[src/rtl/keyboard_encoder.sv]
// PS/2 keyboard receiver and scan-code decoder. It turns make and break codes for a
// small key set into one-cycle {code, pressed} writes to the instruction-memory patch port.
module keyboard_encoder #(
  parameter int TIMEOUT_CYCLES = 50000,
  parameter int SYNC_STAGES    = 2
) (
  input  logic       CLK,
  input  logic       reset,
  input  logic       ps2_clk,
  input  logic       ps2_data,
  output logic [5:0] keyboard,
  output logic       WriteEnable,
  output logic       rx_error,
  output logic [1:0] rx_state_dbg,
  output logic [1:0] dec_state_dbg
);

  localparam int TW = (TIMEOUT_CYCLES > 1) ? $clog2(TIMEOUT_CYCLES) : 1;
  localparam logic [TW-1:0] TIMEOUT_MAX = TW'(TIMEOUT_CYCLES - 1);

  typedef enum logic [1:0] {IDLE, DATA, PARITY, STOP} rx_state_t;
  typedef enum logic [1:0] {NORMAL, BREAK, EXT, EXT_BREAK} dec_state_t;

  logic [SYNC_STAGES-1:0] clk_sync_q, clk_sync_d, data_sync_q, data_sync_d;
  logic                   clk_prev_q, clk_prev_d;
  logic                   ps2_clk_s, ps2_data_s, fall;

  rx_state_t              rx_state_q, rx_state_d;
  logic [2:0]             bit_cnt_q, bit_cnt_d;
  logic [7:0]             shift_q, shift_d;
  logic                   parity_q, parity_d;
  logic [TW-1:0]          timeout_q, timeout_d;
  logic                   byte_valid_q, byte_valid_d;
  logic [7:0]             byte_q, byte_d;
  logic                   rx_error_q, rx_error_d;

  dec_state_t             dec_state_q, dec_state_d;
  logic                   held_valid_q, held_valid_d;
  logic [7:0]             held_scan_q, held_scan_d;
  logic [5:0]             keyboard_q, keyboard_d;
  logic                   we_q, we_d;
  logic [5:0]             mapped;

  // Returns {hit, code}; hit=0 for every scan code outside the key set.
  function automatic logic [5:0] map_code(input logic [7:0] sc);
    case (sc)
      8'h1D:   map_code = {1'b1, 5'd3};
      8'h1C:   map_code = {1'b1, 5'd4};
      8'h1B:   map_code = {1'b1, 5'd5};
      8'h23:   map_code = {1'b1, 5'd6};
      8'h29:   map_code = {1'b1, 5'd22};
      8'h5A:   map_code = {1'b1, 5'd30};
      8'h66:   map_code = {1'b1, 5'd31};
      default: map_code = 6'b0;
    endcase
  endfunction

  always_comb begin
    clk_sync_d     = clk_sync_q;
    data_sync_d    = data_sync_q;
    clk_sync_d[0]  = ps2_clk;
    data_sync_d[0] = ps2_data;
    for (int i = 1; i < SYNC_STAGES; i++) begin
      clk_sync_d[i]  = clk_sync_q[i-1];
      data_sync_d[i] = data_sync_q[i-1];
    end
  end

  assign ps2_clk_s  = clk_sync_q[SYNC_STAGES-1];
  assign ps2_data_s = data_sync_q[SYNC_STAGES-1];
  assign clk_prev_d = ps2_clk_s;
  assign fall       = clk_prev_q & ~ps2_clk_s;

  always_comb begin
    rx_state_d   = rx_state_q;
    bit_cnt_d    = bit_cnt_q;
    shift_d      = shift_q;
    parity_d     = parity_q;
    timeout_d    = timeout_q;
    byte_valid_d = 1'b0;
    byte_d       = byte_q;
    rx_error_d   = 1'b0;
    if (fall) begin
      timeout_d = '0;
      case (rx_state_q)
        IDLE: begin
          if (!ps2_data_s) begin
            rx_state_d = DATA;
            bit_cnt_d  = 3'd0;
          end
        end
        DATA: begin
          shift_d   = {ps2_data_s, shift_q[7:1]};
          bit_cnt_d = bit_cnt_q + 3'd1;
          if (bit_cnt_q == 3'd7) rx_state_d = PARITY;
        end
        PARITY: begin
          parity_d   = ps2_data_s;
          rx_state_d = STOP;
        end
        default: begin
          rx_state_d = IDLE;
          if (ps2_data_s && (^{shift_q, parity_q})) begin
            byte_valid_d = 1'b1;
            byte_d       = shift_q;
          end else begin
            rx_error_d = 1'b1;
          end
        end
      endcase
    end else if (rx_state_q != IDLE) begin
      // A keyboard that stops clocking mid-frame must not wedge the receiver.
      if (timeout_q == TIMEOUT_MAX) begin
        rx_state_d = IDLE;
        timeout_d  = '0;
        rx_error_d = 1'b1;
      end else begin
        timeout_d = timeout_q + 1'b1;
      end
    end
  end

  assign mapped = map_code(byte_q);

  always_comb begin
    dec_state_d  = dec_state_q;
    held_valid_d = held_valid_q;
    held_scan_d  = held_scan_q;
    keyboard_d   = keyboard_q;
    we_d         = 1'b0;
    if (byte_valid_q) begin
      case (dec_state_q)
        NORMAL: begin
          if (byte_q == 8'hF0) begin
            dec_state_d = BREAK;
          end else if (byte_q == 8'hE0) begin
            dec_state_d = EXT;
          end else if (mapped[5] && !held_valid_q) begin
            keyboard_d   = {mapped[4:0], 1'b1};
            held_valid_d = 1'b1;
            held_scan_d  = byte_q;
            we_d         = 1'b1;
          end
        end
        BREAK: begin
          dec_state_d = NORMAL;
          if (held_valid_q && byte_q == held_scan_q) begin
            keyboard_d   = 6'b000000;
            held_valid_d = 1'b0;
            we_d         = 1'b1;
          end
        end
        EXT:     dec_state_d = (byte_q == 8'hF0) ? EXT_BREAK : NORMAL;
        default: dec_state_d = NORMAL;
      endcase
    end
  end

  always_ff @(posedge CLK) begin
    if (reset) begin
      clk_sync_q   <= '1;
      data_sync_q  <= '1;
      clk_prev_q   <= 1'b1;
      rx_state_q   <= IDLE;
      bit_cnt_q    <= 3'd0;
      shift_q      <= 8'h00;
      parity_q     <= 1'b0;
      timeout_q    <= '0;
      byte_valid_q <= 1'b0;
      byte_q       <= 8'h00;
      rx_error_q   <= 1'b0;
      dec_state_q  <= NORMAL;
      held_valid_q <= 1'b0;
      held_scan_q  <= 8'h00;
      keyboard_q   <= 6'b000000;
      we_q         <= 1'b0;
    end else begin
      clk_sync_q   <= clk_sync_d;
      data_sync_q  <= data_sync_d;
      clk_prev_q   <= clk_prev_d;
      rx_state_q   <= rx_state_d;
      bit_cnt_q    <= bit_cnt_d;
      shift_q      <= shift_d;
      parity_q     <= parity_d;
      timeout_q    <= timeout_d;
      byte_valid_q <= byte_valid_d;
      byte_q       <= byte_d;
      rx_error_q   <= rx_error_d;
      dec_state_q  <= dec_state_d;
      held_valid_q <= held_valid_d;
      held_scan_q  <= held_scan_d;
      keyboard_q   <= keyboard_d;
      we_q         <= we_d;
    end
  end

  assign keyboard      = keyboard_q;
  assign WriteEnable   = we_q;
  assign rx_error      = rx_error_q;
  assign rx_state_dbg  = rx_state_q;
  assign dec_state_dbg = dec_state_q;

endmodule

[config.mk]
export PLATFORM = sky130hd
export DESIGN_NAME = keyboard_encoder
export DESIGN_NICKNAME = d
export VERILOG_FILES = /design/src/rtl/keyboard_encoder.sv
export SDC_FILE = /design/constraint.sdc
export NUM_CORES = 1
export LEC_CHECK = 0
export BUFFER_PORTS_ARGS = -buffer_cell sky130_fd_sc_hd__buf_2
export CORE_AREA = 8 8 72 90
export CTS_CLUSTER_SIZE = 12
export DETAILED_ROUTE_END_ITERATION = 10
export DIE_AREA = 0 0 80 98
export PLACE_DENSITY = 0.8
export RECOVER_POWER = 100
export SLEW_MARGIN = 15
export SYNTH_ARGS = -nofsm -noshare
export SYNTH_HDL_FRONTEND = slang
export SYNTH_SLANG_ARGS = --single-unit
export TNS_END_PERCENT = 5
[constraint.sdc]
create_clock -name CLK -period 2.8 [get_ports CLK]
set_input_delay 0.56 -clock CLK [delete_from_list [all_inputs] [get_ports CLK]]
set_output_delay 0.56 -clock CLK [all_outputs]
set_load 0.02 [all_outputs]
### Yosys cells after proc, flatten, opt, wreduce, memory -nomap -nowiden

Cells that the tools add are included.

| storage, ports and cells | value |
|---|---|
| bits in latches | 0 |
| RAM bits | 0 |
| memory bits (read-only) | 0 |
| output and inout port bits | 12 |
| bits in registers | 63 |
| memories | 0 |
| input bits | 4 |

| cells by class | value |
|---|---|
| magnitude comparators | 0 |
| multipliers | 0 |
| reductions and logical operators | 24 |
| bitwise logic cells | 7 |
| multiplexer cells | 35 |
| div/mod/pow operators | 0 |
| equality and inequality tests | 24 |
| shift operators | 0 |
| add/sub/neg operators | 2 |

Operators by type and width:

| operator | count |
|---|---|
| $pmux W6 S7 | 1 |
| $eq A8 B5 Y1 const B | 3 |
| $mux W6 | 4 |
| $add A16 B1 Y16 const B | 1 |
| $eq A16 B16 Y1 const B | 1 |
| $eq A8 B6 Y1 const B | 2 |
| $eq A8 B7 Y1 const B | 2 |
| $eq A8 B8 Y1 const B | 2 |
| $mux W16 | 1 |
| $mux W2 | 8 |
| $mux W1 | 14 |
| $pmux W6 S2 | 1 |
| $ne A2 B2 Y1 const B | 5 |
| $reduce_bool A2 Y1 | 5 |
| $ne A3 B3 Y1 const B | 3 |
| $reduce_xor A9 Y1 | 1 |
| $eq A8 B8 Y1 | 1 |
| $not A1 Y1 | 6 |
| $pmux W2 S3 | 1 |
| $pmux W3 S2 | 1 |
| $reduce_and A2 Y1 | 3 |
| $reduce_and A3 Y1 | 2 |
| $reduce_and A6 Y1 | 1 |
| $reduce_and A5 Y1 | 1 |
| other kinds (15) | 22 |

### Depth between registers and ports, before layout

Gate-level depths: netlist (run 1).

| depth | value |
|---|---|
| word-level depth | 7 |
| gate-level depth with buffers | 8 |
| mapped depth without buffers | 7 |

### Worst setup path after synthesis (run 1)

OpenSTA, ideal clock, no wires.

| timing | value |
|---|---|
| path kind | flip-flop to flip-flop |
| start | reg rx_state_q[0], in the netlist rx_state_dbg[0] |
| end | reg timeout_q[10] |
| period minus slack after synthesis | 2.077 ns |
| path slack | 0.723 ns |
| cell stages (with the launch flop) | 9 |
| arrival time | 1.950 ns |
| path through | dfxtp_1 > inv_1 > ha_1 > and4b_1 > and4_1 > nand2b_1 > clkbuf_1 > clkbuf_1 > nor2_1 |

| on the way | value |
|---|---|
| cells in the longest elaborated chain, start to end | 1 |

Ends and longest elaborated chain:

| what | line | source |
|---|---|---|
| start: declaration | 28 | `rx_state_t rx_state_q, rx_state_d;` |
| start signal: assignment | 181 | `rx_state_q <= rx_state_d;` |
| $reduce_bool A2 Y1 | 111 | `end else if (rx_state_q != IDLE) begin` |
| end signal: assignment | 185 | `timeout_q <= timeout_d;` |
| end: declaration | 32 | `logic [TW-1:0] timeout_q, timeout_d;` |

No other way between the ends.
A chain may end at the register's enable or synchronous reset.

### Final worst setup path (run 1)

| timing | value |
|---|---|
| start | reg shift_q[3] |
| end | reg byte_q[2] |

| on the way | value |
|---|---|
| cells in the longest elaborated chain, start to end | 3 |

Ends and longest elaborated chain:

| what | line | source |
|---|---|---|
| start: declaration | 30 | `logic [7:0] shift_q, shift_d;` |
| start signal: assignment | 183 | `shift_q <= shift_d;` |
| $reduce_xor A9 Y1 | 103 | `if (ps2_data_s && (^{shift_q, parity_q})) begin` |
| $logic_and A1 B1 Y1 | 103 |  |
| $reduce_and A3 Y1 (no source line) | -- |  |
| end signal: assignment | 187 | `byte_q <= byte_d;` |
| end: declaration | 34 | `logic [7:0] byte_q, byte_d;` |

No other way between the ends.

==> reports/results.md, run 1 <==
| Item | Reported | Unit |
| --- | --- | --- |
| Number of clock sinks seen by CTS | 62 | - |
| Count of buffers from port buffering | 15 | - |
| Critical path data arrival time | 2.53 | ns |
| Post-Synth XOR/XNOR Area | 9.31 | % |
| Vertical die dimension | 98 | um |
| Sequential fraction of the synthesis area | 39.6 | % |
| Storage cell area | 1240 | um^2 |
| Number of global-route vias before repair | 2365 | - |
| Timing-limited maximum frequency | 426 | MHz |
| Clock share of power | 49.9 | % |
| Clock root cell | sky130_fd_sc_hd__clkbuf_8 | - |
| Post-layout instance area | 3410 | um^2 |
| Worst Path Max Fanout | 8 | - |
| Share of the synthesized area in the top cell type | 39.6 | % |
| Peak supply drop | 426 | uV |
| Detailed-route wire length per cell | 14.6 | um |
| Final HPWL DP | 4.31 | mm |
| Cell type contributing the most total cell area after synthesis | sky130_fd_sc_hd__dfxtp_1 | - |
| Adder-cell share of the synthesized area | 3.20 | % |
| Fraction of the cycle the final worst path needs | 83.9 | % |
| Slew at the pin closest to its max-slew limit | 1.08 | ns |
| Initial antenna violation count | 0 | - |
| #FFs+latches synth | 62 | - |
| Share of cell area taken by muxes after synthesis | 6.31 | % |
| Result of the run | finished, final reports clean | - |
| Power dissipated by switching net loads | 362 | uW |
| LEAKAGE | 1.32 | nW |
| Cts hold-fix bufs | 0 | - |
| Count of pins over their slew limit | 0 | - |
| Layout fillers | 435 | - |
| Congestion Overflow GR | 0 | - |
| Fin Hold WS | 0.406 | ns |
| Initial core utilization | 60.5 | % |
| Worst slew margin relative to its limit | 25.9 | % |
| Remaining routing DRC violations | 0 | - |
| Die outline area | 7840 | um^2 |
| Number of enable flip-flop cells after synthesis | 0 | - |
| Share of flip-flops with an asynchronous set or reset | 0 | % |
| Worst-Skew Late Latency | 0.34 | ns |
| Seq pwr share | 48.6 | % |
| Area of the mapped netlist | 3130 | um^2 |
| Via count | 2458 | - |
| Avg Inst Size Synth | 8.95 | um^2 |
| Worst hold-check path type | input port to register | - |
| Site row count | 30 | - |
| Critical path startpoint category | register | - |
| Clock tree from TritonCTS | yes | - |
| Net count, final | 370 | - |
| Required time at the endpoint of the critical path | 2.98 | ns |
| Unrepaired setup endpoints after global routing | no | - |
| Detail Route Antenna Nets | 0 | - |
| Largest cells by area after synthesis | sky130_fd_sc_hd__dfxtp_1 40%, sky130_fd_sc_hd__xnor2_1 5.3%, sky130_fd_sc_hd__mux2i_1 5.1% | - |
| Post-synthesis share of cell area spent on and, or, nand and nor gates | 24.6 | % |
| Vias per std cell | 5.76 | - |
| Wire length of the first global-routing pass | 10.8 | mm |
| Maximum clock path buffer count | 2 | - |
| Cell Int Power | 1.47 | mW |
| Final estimated routing congestion in global placement | 0.921 | - |
| Level count of the clock H-tree | 3 | - |
| Post-CTS Repair Setup Buffers | 0 | - |
| Placed inst area | 3210 | um^2 |
| Cell variety after synth | 54 | - |
| Width of the chip | 80 | um |
| Gate Count Post-Synth | 350 | - |
| Number of antenna cells inserted | 0 | - |
| Starting DRC count in detailed routing | 146 | - |
| Yosys synthesis warning count | 0 | - |
| Combinational family with the most area after synthesis | simple AND/OR/NAND/NOR gates | - |
| Sum Neg Setup Slack | 0 | ns |
| Syn nets | 362 | - |
| Compound-cell area share of the yosys netlist | 11.9 | % |
| Pwr Density | 537 | nW/um^2 |
| Min cycle time layout | 2.35 | ns |
| Post-Route Skew | 0.0108 | ns |
| Fraction of final layout cells sized beyond drive strength 1 | 10.2 | % |
| Total core area | 5180 | um^2 |
| Power consumption | 1.83 | mW |
| Type of element capturing the critical path | register | - |
| Total routed wirelength | 6.25 | mm |
| Count of final setup violators | 0 | - |
| Net Sw Frac | 19.8 | % |
| Main flop type after synthesis | sky130_fd_sc_hd__dfxtp_1 | - |
| Multi-input logic area | 1720 | um^2 |
| Boundary Pins | 16 | - |
| Number of hold-slack violations in the final timing report | 0 | - |
| Number of max-cap violations | 0 | - |
| Area growth, synth to finish | 8.75 | % |
| Cts repair resizes | 0 | - |
| First drt pass iteration count | 5 | - |
| Clock edge transition at the registers on the reported setup and hold paths | 0.06 | ns |
| Combinational power share | 1.6 | % |
| CP Class | register to register | - |
| Number of buffers created by CTS | 9 | - |
| Largest net degree at the start of global routing | 28 | - |
| Aggregate global-route resource usage | 16.9 | % |
-- cells by family after synthesis --
group                      after synthesis
AOI/OAI and AO/OA                       48
xor gates and xnor gates                30
adders and majority gates                8
buffers and inverters                   36
DFF                                     62
muxes                                   18
and+or+nand+nor                        148
-- through the flow --
step	setup WS, ns	cells	util (%)
2_1_floorplan	0.723	350	-
4_1_cts	0.674	427	66.4
3_3_place_gp	0.732	411	61.9
6_report	0.451	427	65.7
3_5_place_dp	0.693	411	61.9
5_1_grt	0.267	427	65.7
-- cell usage after synthesis, types with 5 or more instances --
master and instances:
sky130_fd_sc_hd__mux2i_1 16, sky130_fd_sc_hd__o21ai_0 5, sky130_fd_sc_hd__xnor2_1 19, sky130_fd_sc_hd__nor2_1 39
sky130_fd_sc_hd__nand2b_1 7, sky130_fd_sc_hd__a311oi_1 6, sky130_fd_sc_hd__ha_1 8, sky130_fd_sc_hd__or2_2 6
sky130_fd_sc_hd__nand3_1 11, sky130_fd_sc_hd__nor3b_1 5, sky130_fd_sc_hd__a31o_2 6, sky130_fd_sc_hd__nand2_1 37
sky130_fd_sc_hd__xor2_1 9, sky130_fd_sc_hd__buf_4 5, sky130_fd_sc_hd__a21oi_1 14, sky130_fd_sc_hd__nand4_1 5
sky130_fd_sc_hd__inv_1 14, sky130_fd_sc_hd__nor2b_1 8, sky130_fd_sc_hd__nor3_1 8, sky130_fd_sc_hd__dfxtp_1 62
sky130_fd_sc_hd__clkbuf_1 12
-- routing by layer --
layer | vias to the layer above | part of all wire, % | global-route usage (%)
met1 | 1134 | 43 | 20.3
met5 | - | 0 | 0
met2 | 78 | 49 | 26.8
met3 | 21 | 5.8 | 4.32
met4 | 0 | 2.9 | 8.29
li1 | 1225 | - | -
-- power by group through the flow --
stage               registers [mW]  logic (mW)  clock network [mW]
global placement             0.907      0.0293                   0
global route                 0.888      0.0315               0.962
floorplan                    0.906      0.0236                   0
detailed placement           0.907      0.0297                   0
finish                       0.888      0.0285               0.912
CTS                          0.887      0.0295               0.929
-- state kept, by name, summed over array words and instances (netlist names) --
name	cells
timeout_q	16
byte_q	8
held_scan_q	8
shift_q	8
keyboard	6
bit_cnt_q	3
clk_sync_q	2
data_sync_q	2
dec_state_dbg	2
rx_state_dbg	2
WriteEnable	1
byte_valid_q	1
clk_prev_q	1
parity_q	1
rx_error	1
-- path summary, 6_finish.rpt --
kind / start / end / slack (ns) / cells past startpoint
worst min register to register: data_sync_q[0] / data_sync_q[1] / 0.42 / 1
worst max-delay path: shift_q[3] / byte_q[2] / 0.45 / 5
worst min-delay path: ps2_data / data_sync_q[0] / 0.41 / 2
worst max register to register: shift_q[3] / byte_q[2] / 0.45 / 5
-- area by class of cell --
cell class              count  area share [%]
clock buffers              13            4.96
clock inverters             3            1.91
inverters                  15            1.65
multi-input cells         252            50.4
flip-flops and latches     62            36.4
well taps                  64            2.35
repair buffers             18            2.28
-- worst max-delay path, cell delays in order (launching register included) --
cell	delay (ns)
sky130_fd_sc_hd__dfxtp_1	0.39
sky130_fd_sc_hd__xor2_1	0.16
sky130_fd_sc_hd__xnor3_2	0.46
sky130_fd_sc_hd__mux2i_1	0.84
sky130_fd_sc_hd__mux2i_1	0.29
sky130_fd_sc_hd__nor2_1	0.05
-- cell usage in the layout (no fill, tap or decap), types with 2 or more instances in the layout --
| master | n |
|---|---|
| sky130_fd_sc_hd__a211oi_1 | 2 |
| sky130_fd_sc_hd__ha_1 | 8 |
| sky130_fd_sc_hd__and3_1 | 3 |
| sky130_fd_sc_hd__a21oi_1 | 14 |
| sky130_fd_sc_hd__nor3_1 | 8 |
| sky130_fd_sc_hd__nor2b_1 | 8 |
| sky130_fd_sc_hd__nand3b_1 | 2 |
| sky130_fd_sc_hd__xnor2_1 | 19 |
| sky130_fd_sc_hd__clkbuf_1 | 15 |
| sky130_fd_sc_hd__a311oi_1 | 6 |
| sky130_fd_sc_hd__nor2_1 | 39 |
| sky130_fd_sc_hd__buf_2 | 2 |
| sky130_fd_sc_hd__nand4_1 | 5 |
| sky130_fd_sc_hd__buf_4 | 2 |
| sky130_fd_sc_hd__clkbuf_8 | 12 |
| sky130_fd_sc_hd__o211ai_1 | 2 |
| sky130_fd_sc_hd__nor4bb_1 | 4 |
| sky130_fd_sc_hd__or2_2 | 6 |
| sky130_fd_sc_hd__and3b_1 | 4 |
| sky130_fd_sc_hd__inv_1 | 14 |
| sky130_fd_sc_hd__xor2_1 | 9 |
| sky130_fd_sc_hd__nor3b_1 | 5 |
| sky130_fd_sc_hd__nand3_1 | 11 |
| sky130_fd_sc_hd__mux2i_1 | 17 |
| sky130_fd_sc_hd__nand2_1 | 37 |
| sky130_fd_sc_hd__nand2b_1 | 7 |
| sky130_fd_sc_hd__o21ai_0 | 5 |
| sky130_fd_sc_hd__a31o_2 | 6 |
| sky130_fd_sc_hd__nand4b_1 | 2 |
| sky130_fd_sc_hd__bufinv_16 | 2 |
| sky130_fd_sc_hd__a32o_1 | 2 |
| sky130_fd_sc_hd__dfxtp_1 | 62 |
(Power assumes the default switching activity.)
==> run 2, diff against run 1 <==
CORE_AREA = 8 8 74 92   (was 8 8 72 90)
DIE_AREA = 0 0 82 100   (was 0 0 80 98)
PLACE_DENSITY = 0.77   (was 0.8)
clock period = 2.3 ns   (was 2.8 ns; I/O delays follow)
==> run 2 against run 1 <==
Against the previous run: sequential power rose by 22%; core utilization fell by 2.3 points; largest cell class unchanged; clock skew barely moved.
==> reports/results.md, run 2 (synthesized netlist as in run 1, its figures left out) <==
| Item | Reported | Unit |
| --- | --- | --- |
| Fraction of the cycle the final worst path needs | 95.7 | % |
| Sum Neg Setup Slack | 0 | ns |
| LEAKAGE | 1.30 | nW |
| Vertical die dimension | 100 | um |
| Post-Route Skew | 0.0107 | ns |
| Flip-flop count of the largest register, all copies and words added | 16 | - |
| Combinational power share | 1.8 | % |
| Level count of the clock H-tree | 3 | - |
| Count of final setup violators | 0 | - |
| Via count | 2444 | - |
| Worst-Skew Late Latency | 0.34 | ns |
| Cts hold-fix bufs | 0 | - |
| Unrepaired setup endpoints after global routing | no | - |
| Critical path data arrival time | 2.44 | ns |
| Pwr Density | 607 | nW/um^2 |
| Largest net degree at the start of global routing | 22 | - |
| Net Sw Frac | 21.7 | % |
| Vias per std cell | 5.70 | - |
| Detailed-route wire length per cell | 14.5 | um |
| Total core area | 5330 | um^2 |
| Critical Path Slowest Stage Cell | sky130_fd_sc_hd__nor4bb_1 | - |
| Remaining routing DRC violations | 0 | - |
| Area growth, synth to finish | 8.03 | % |
| Timing-limited maximum frequency | 454 | MHz |
| Number of antenna cells inserted | 0 | - |
| Final Core Density | 63.5 | % |
| Number of global-route vias before repair | 2366 | - |
| Clock edge transition at the registers on the reported setup and hold paths | 0.07 | ns |
| Kind of cell adding the most delay to the critical path | compound AO/OA/AOI/OAI gates | - |
| Slew at the pin closest to its max-slew limit | 0.948 | ns |
| Fraction of final layout cells sized beyond drive strength 1 | 10.7 | % |
| Congestion Overflow GR | 0 | - |
| Detail Route Antenna Nets | 0 | - |
| Count of buffers from port buffering | 15 | - |
| Most used cells in the layout excluding fill and tap cells | 62 x sky130_fd_sc_hd__dfxtp_1, 39 x sky130_fd_sc_hd__nor2_1, 37 x sky130_fd_sc_hd__nand2_1 | - |
| Min cycle time layout | 2.20 | ns |
| Required time at the endpoint of the critical path | 2.54 | ns |
| Type of element capturing the critical path | register | - |
| Cts repair resizes | 0 | - |
| Fin Hold WS | 0.295 | ns |
| Most frequent standard cell in the layout excluding fill and tap cells | sky130_fd_sc_hd__dfxtp_1 | - |
| Count of pins over their slew limit | 0 | - |
| Total routed wirelength | 6.20 | mm |
| Worst hold-check path type | input port to register | - |
| Buffers & Inverters on Critical Path | 0 | - |
| Crit path cell chain | nor4bb_1, o21ai_2, o211ai_4, o221ai_4, mux2_4 | - |
| Initial antenna violation count | 0 | - |
| Clock tree from TritonCTS | yes | - |
| Worst slew margin relative to its limit | 36.8 | % |
| Biggest register | timeout_q | - |
| Width of the chip | 82 | um |
| Number of buffers created by CTS | 9 | - |
| Site row count | 30 | - |
| Seq pwr share | 52.6 | % |
| Peak supply drop | 610 | uV |
| Number of clock sinks seen by CTS | 62 | - |
| Critical Path Max Stage Delay | 0.56 | ns |
| Wire length of the first global-routing pass | 10.7 | mm |
| Worst Path Max Fanout | 10 | - |
| Result of the run | finished, final reports clean | - |
| Critical path startpoint category | register | - |
| Die outline area | 8200 | um^2 |
| Final estimated routing congestion in global placement | 0.911 | - |
| Number of hold-slack violations in the final timing report | 0 | - |
| Post-CTS Repair Setup Buffers | 0 | - |
| Power dissipated by switching net loads | 445 | uW |
| Maximum clock path buffer count | 2 | - |
| Aggregate global-route resource usage | 16.4 | % |
| Starting DRC count in detailed routing | 156 | - |
| Boundary Pins | 16 | - |
| Cell Int Power | 1.61 | mW |
| Clock share of power | 45.6 | % |
| Number of max-cap violations | 0 | - |
| First drt pass iteration count | 4 | - |
| CP Class | register to register | - |
| Initial core utilization | 58.8 | % |
| Final HPWL DP | 4.30 | mm |
| Net count, final | 373 | - |
| Clock root cell | sky130_fd_sc_hd__clkbuf_8 | - |
-- run 2: path summary, 6_finish.rpt --
path / cells past startpoint / to / start / slack, ns
max: 5 / keyboard[4] / byte_q[1] / 0.1
min: 2 / clk_sync_q[0] / ps2_clk / 0.30
max reg2reg: 5 / keyboard[4] / byte_q[1] / 0.1
min reg2reg: 1 / data_sync_q[1] / data_sync_q[0] / 0.41
-- run 2: cell type report --
cell class	instances	area, um^2
tap	64	80.1
inverter	15	56.3
fill	482	1950
timing repair buffer	21	93.8
sequential	62	1240
clock buffer	11	141
clock inverter	4	47.5
multi-input combinational	252	1720
-- run 2: metrics by stage --
step / setup slack (ns) / cells / instance area [um^2] / power [mW]
detailed placement: 0.203 / 414 / 3230 / 1.14
global placement: 0.288 / 414 / 3230 / 1.14
CTS: 0.125 / 429 / 3420 / 2.07
floorplan: 0.223 / 350 / 3130 / 1.13
finish: 0.0981 / 429 / 3380 / 2.05
global route: 0.0153 / 429 / 3380 / 2.12
-- run 2: per-layer routing --
| metal | vias up | global-route usage, % | wire length, um |
|---|---|---|---|
| met2 | 50 | 26.8 | 3070 |
| met3 | 12 | 3.85 | 247 |
| met5 | - | 0 | 0 |
| met4 | 0 | 11.4 | 169 |
| li1 | 1229 | - | - |
| met1 | 1153 | 18.0 | 2710 |
-- run 2: power groups by stage --
stage	clock [mW]	combinational [mW]	sequential, mW
6_report	0.936	0.0361	1.08
5_1_grt	1.00	0.0401	1.08
4_1_cts	0.953	0.0389	1.08
3_5_place_dp	0	0.0387	1.10
3_3_place_gp	0	0.0385	1.10
2_1_floorplan	0	0.0288	1.10
==> run 3, diff against run 2 <==
CELL_PAD_IN_SITES_DETAIL_PLACEMENT = 1   (was unset)
CELL_PAD_IN_SITES_GLOBAL_PLACEMENT = 1   (was unset)
CORE_AREA = 8 8 83 103   (was 8 8 74 92)
DIE_AREA = 0 0 91 111   (was 0 0 82 100)
PLACE_DENSITY = unset   (was 0.77)
PLACE_DENSITY_LB_ADDON = 0.1   (was unset)
==> run 3 against run 2 <==
Against the previous run: combinational power rose by 8.9%; non-clock buffer count up 1; wire length is 15% higher; design area grew 0.70%; largest power group unchanged.
==> reports/results.md, run 3 (synthesized netlist as in run 1, its figures left out) <==
| Item | Reported | Unit |
| --- | --- | --- |
| Result of the run | finished, final reports clean | - |
| Post-Route Skew | 0.00687 | ns |
| Clock root cell | sky130_fd_sc_hd__clkbuf_8 | - |
| Area growth, synth to finish | 8.79 | % |
| Critical path data arrival time | 2.41 | ns |
| Total routed wirelength | 7.14 | mm |
| Detailed-route wire length per cell | 15.6 | um |
| Count of final setup violators | 0 | - |
| Crit path cell chain | inv_1, ha_1, nand4b_1, or4_1, or3_1, a21oi_1 | - |
| Flip-flop count of the largest register, all copies and words added | 16 | - |
| Wire length of the first global-routing pass | 12.4 | mm |
| Number of max-cap violations | 0 | - |
| Die outline area | 10100 | um^2 |
| Total core area | 6890 | um^2 |
| Site row count | 34 | - |
| Cts hold-fix bufs | 0 | - |
| Worst Path Max Fanout | 6 | - |
| Initial core utilization | 45.4 | % |
| Level count of the clock H-tree | 3 | - |
| First drt pass iteration count | 4 | - |
| Fraction of final layout cells sized beyond drive strength 1 | 11.2 | % |
| Min cycle time layout | 2.14 | ns |
| Critical Path Max Stage Delay | 0.52 | ns |
| Timing-limited maximum frequency | 468 | MHz |
| Count of buffers from port buffering | 15 | - |
| CP Class | register to register | - |
| Worst slew margin relative to its limit | 32.9 | % |
| Net count, final | 374 | - |
| Power consumption | 1.98 | mW |
| Remaining routing DRC violations | 0 | - |
| Most used cells in the layout excluding fill and tap cells | 62 x sky130_fd_sc_hd__dfxtp_1, 39 x sky130_fd_sc_hd__nor2_1, 37 x sky130_fd_sc_hd__nand2_1 | - |
| Vias per std cell | 5.40 | - |
| Final HPWL DP | 5.25 | mm |
| Kind of cell adding the most delay to the critical path | simple AND/OR/NAND/NOR gates | - |
| LEAKAGE | 1.29 | nW |
| Maximum clock path buffer count | 2 | - |
| Initial antenna violation count | 0 | - |
| Number of antenna cells inserted | 0 | - |
| Width of the chip | 91 | um |
| Worst hold-check path type | input port to register | - |
| Worst-Skew Late Latency | 0.33 | ns |
| Via count | 2467 | - |
| Fraction of the cycle the final worst path needs | 93.0 | % |
| Number of buffers created by CTS | 9 | - |
| Post-route non-filler standard cell count | 457 | - |
| Slew at the pin closest to its max-slew limit | 1.01 | ns |
| Hold Crit Start | ps2_clk | - |
| Critical path startpoint category | register | - |
| Biggest register | timeout_q | - |
| Starting DRC count in detailed routing | 87 | - |
| Number of hold-slack violations in the final timing report | 0 | - |
| Pwr Density | 580 | nW/um^2 |
| Number of global-route vias before repair | 2584 | - |
| Detail Route Antenna Nets | 0 | - |
| Clock tree from TritonCTS | yes | - |
| Number of clock sinks seen by CTS | 62 | - |
| Largest net degree at the start of global routing | 24 | - |
| Cts repair resizes | 0 | - |
| Congestion Overflow GR | 0 | - |
| Aggregate global-route resource usage | 14.7 | % |
| Sum Neg Setup Slack | 0 | ns |
| Vertical die dimension | 111 | um |
| Unrepaired setup endpoints after global routing | no | - |
| Type of element capturing the critical path | register | - |
| Buffers & Inverters on Critical Path | 1 | - |
| Critical Path Slowest Stage Cell | sky130_fd_sc_hd__or4_1 | - |
| Post-CTS Repair Setup Buffers | 0 | - |
| Worst setup path start | rx_state_dbg[0] | - |
| Total instance count after detailed placement | 441 | - |
| Count of pins over their slew limit | 0 | - |
| Boundary Pins | 16 | - |
| Required time at the endpoint of the critical path | 2.57 | ns |
| Final estimated routing congestion in global placement | 0.805 | - |
| Clock edge transition at the registers on the reported setup and hold paths | 0.08 | ns |
| Origin of the critical flop-to-flop path | rx_state_dbg[0] | - |
| Peak supply drop | 274 | uV |
| Most frequent standard cell in the layout excluding fill and tap cells | sky130_fd_sc_hd__dfxtp_1 | - |
## run 3: routing by layer
| metal | wire length [um] | vias up | GRT usage (%) |
|---|---|---|---|
| li1 | - | 1231 | - |
| met1 | 3220 | 1200 | 17.1 |
| met2 | 3600 | 22 | 25.3 |
| met3 | 178 | 14 | 3.32 |
| met4 | 132 | 0 | 5.81 |
| met5 | 0 | - | 0 |
## run 3: final timing paths
kind,endpoint,slack [ns],depth (start not counted)
setup / recovery,timeout_q[13],0.16,6
hold / removal,clk_sync_q[0],0.30,2
setup reg to reg,timeout_q[13],0.16,6
hold reg to reg,data_sync_q[1],0.42,1
## run 3: where the power goes
group          switching [mW]  leakage, nW  internal [mW]
Clock                   0.465       0.0816          0.392
Combinational          0.0278        0.710         0.0115
Sequential            0.00361        0.500           1.08
Total                   0.496         1.29           1.48
## run 3: final cells by class
cell class | instances | area, um^2
Clock buffer | 9 | 124
Multi-Input combinational cell | 252 | 1720
Fill cell | 836 | 3480
Clock inverter | 7 | 50.0
Timing Repair Buffer | 22 | 104
Inverter | 15 | 56.3
Sequential cell | 62 | 1240
Tap cell | 90 | 113
## run 3: metrics by stage
stage | util (%) | setup slack, ns | hold slack (ns) | area, um^2
6_report | 49.4 | 0.161 | 0.300 | 3410
5_1_grt | 49.4 | 0.0134 | 0.287 | 3410
4_1_cts | 50.0 | 0.140 | 0.282 | 3440
3_5_place_dp | 47.5 | 0.175 | 0.404 | 3270
3_3_place_gp | 47.5 | 0.249 | 0.395 | 3270
2_1_floorplan | - | 0.223 | 0.389 | 3130
## run 3: worst register-to-register path: cells and delay by family, from the launching register on
kind,cells,cell delay (ns)
buffers and inverters,1,0.09
adder cells (fa/ha/maj),1,0.26
flip-flops,1,0.43
AO/OA/AOI/OAI,1,0.16
AND/OR/NAND/NOR,3,1.13
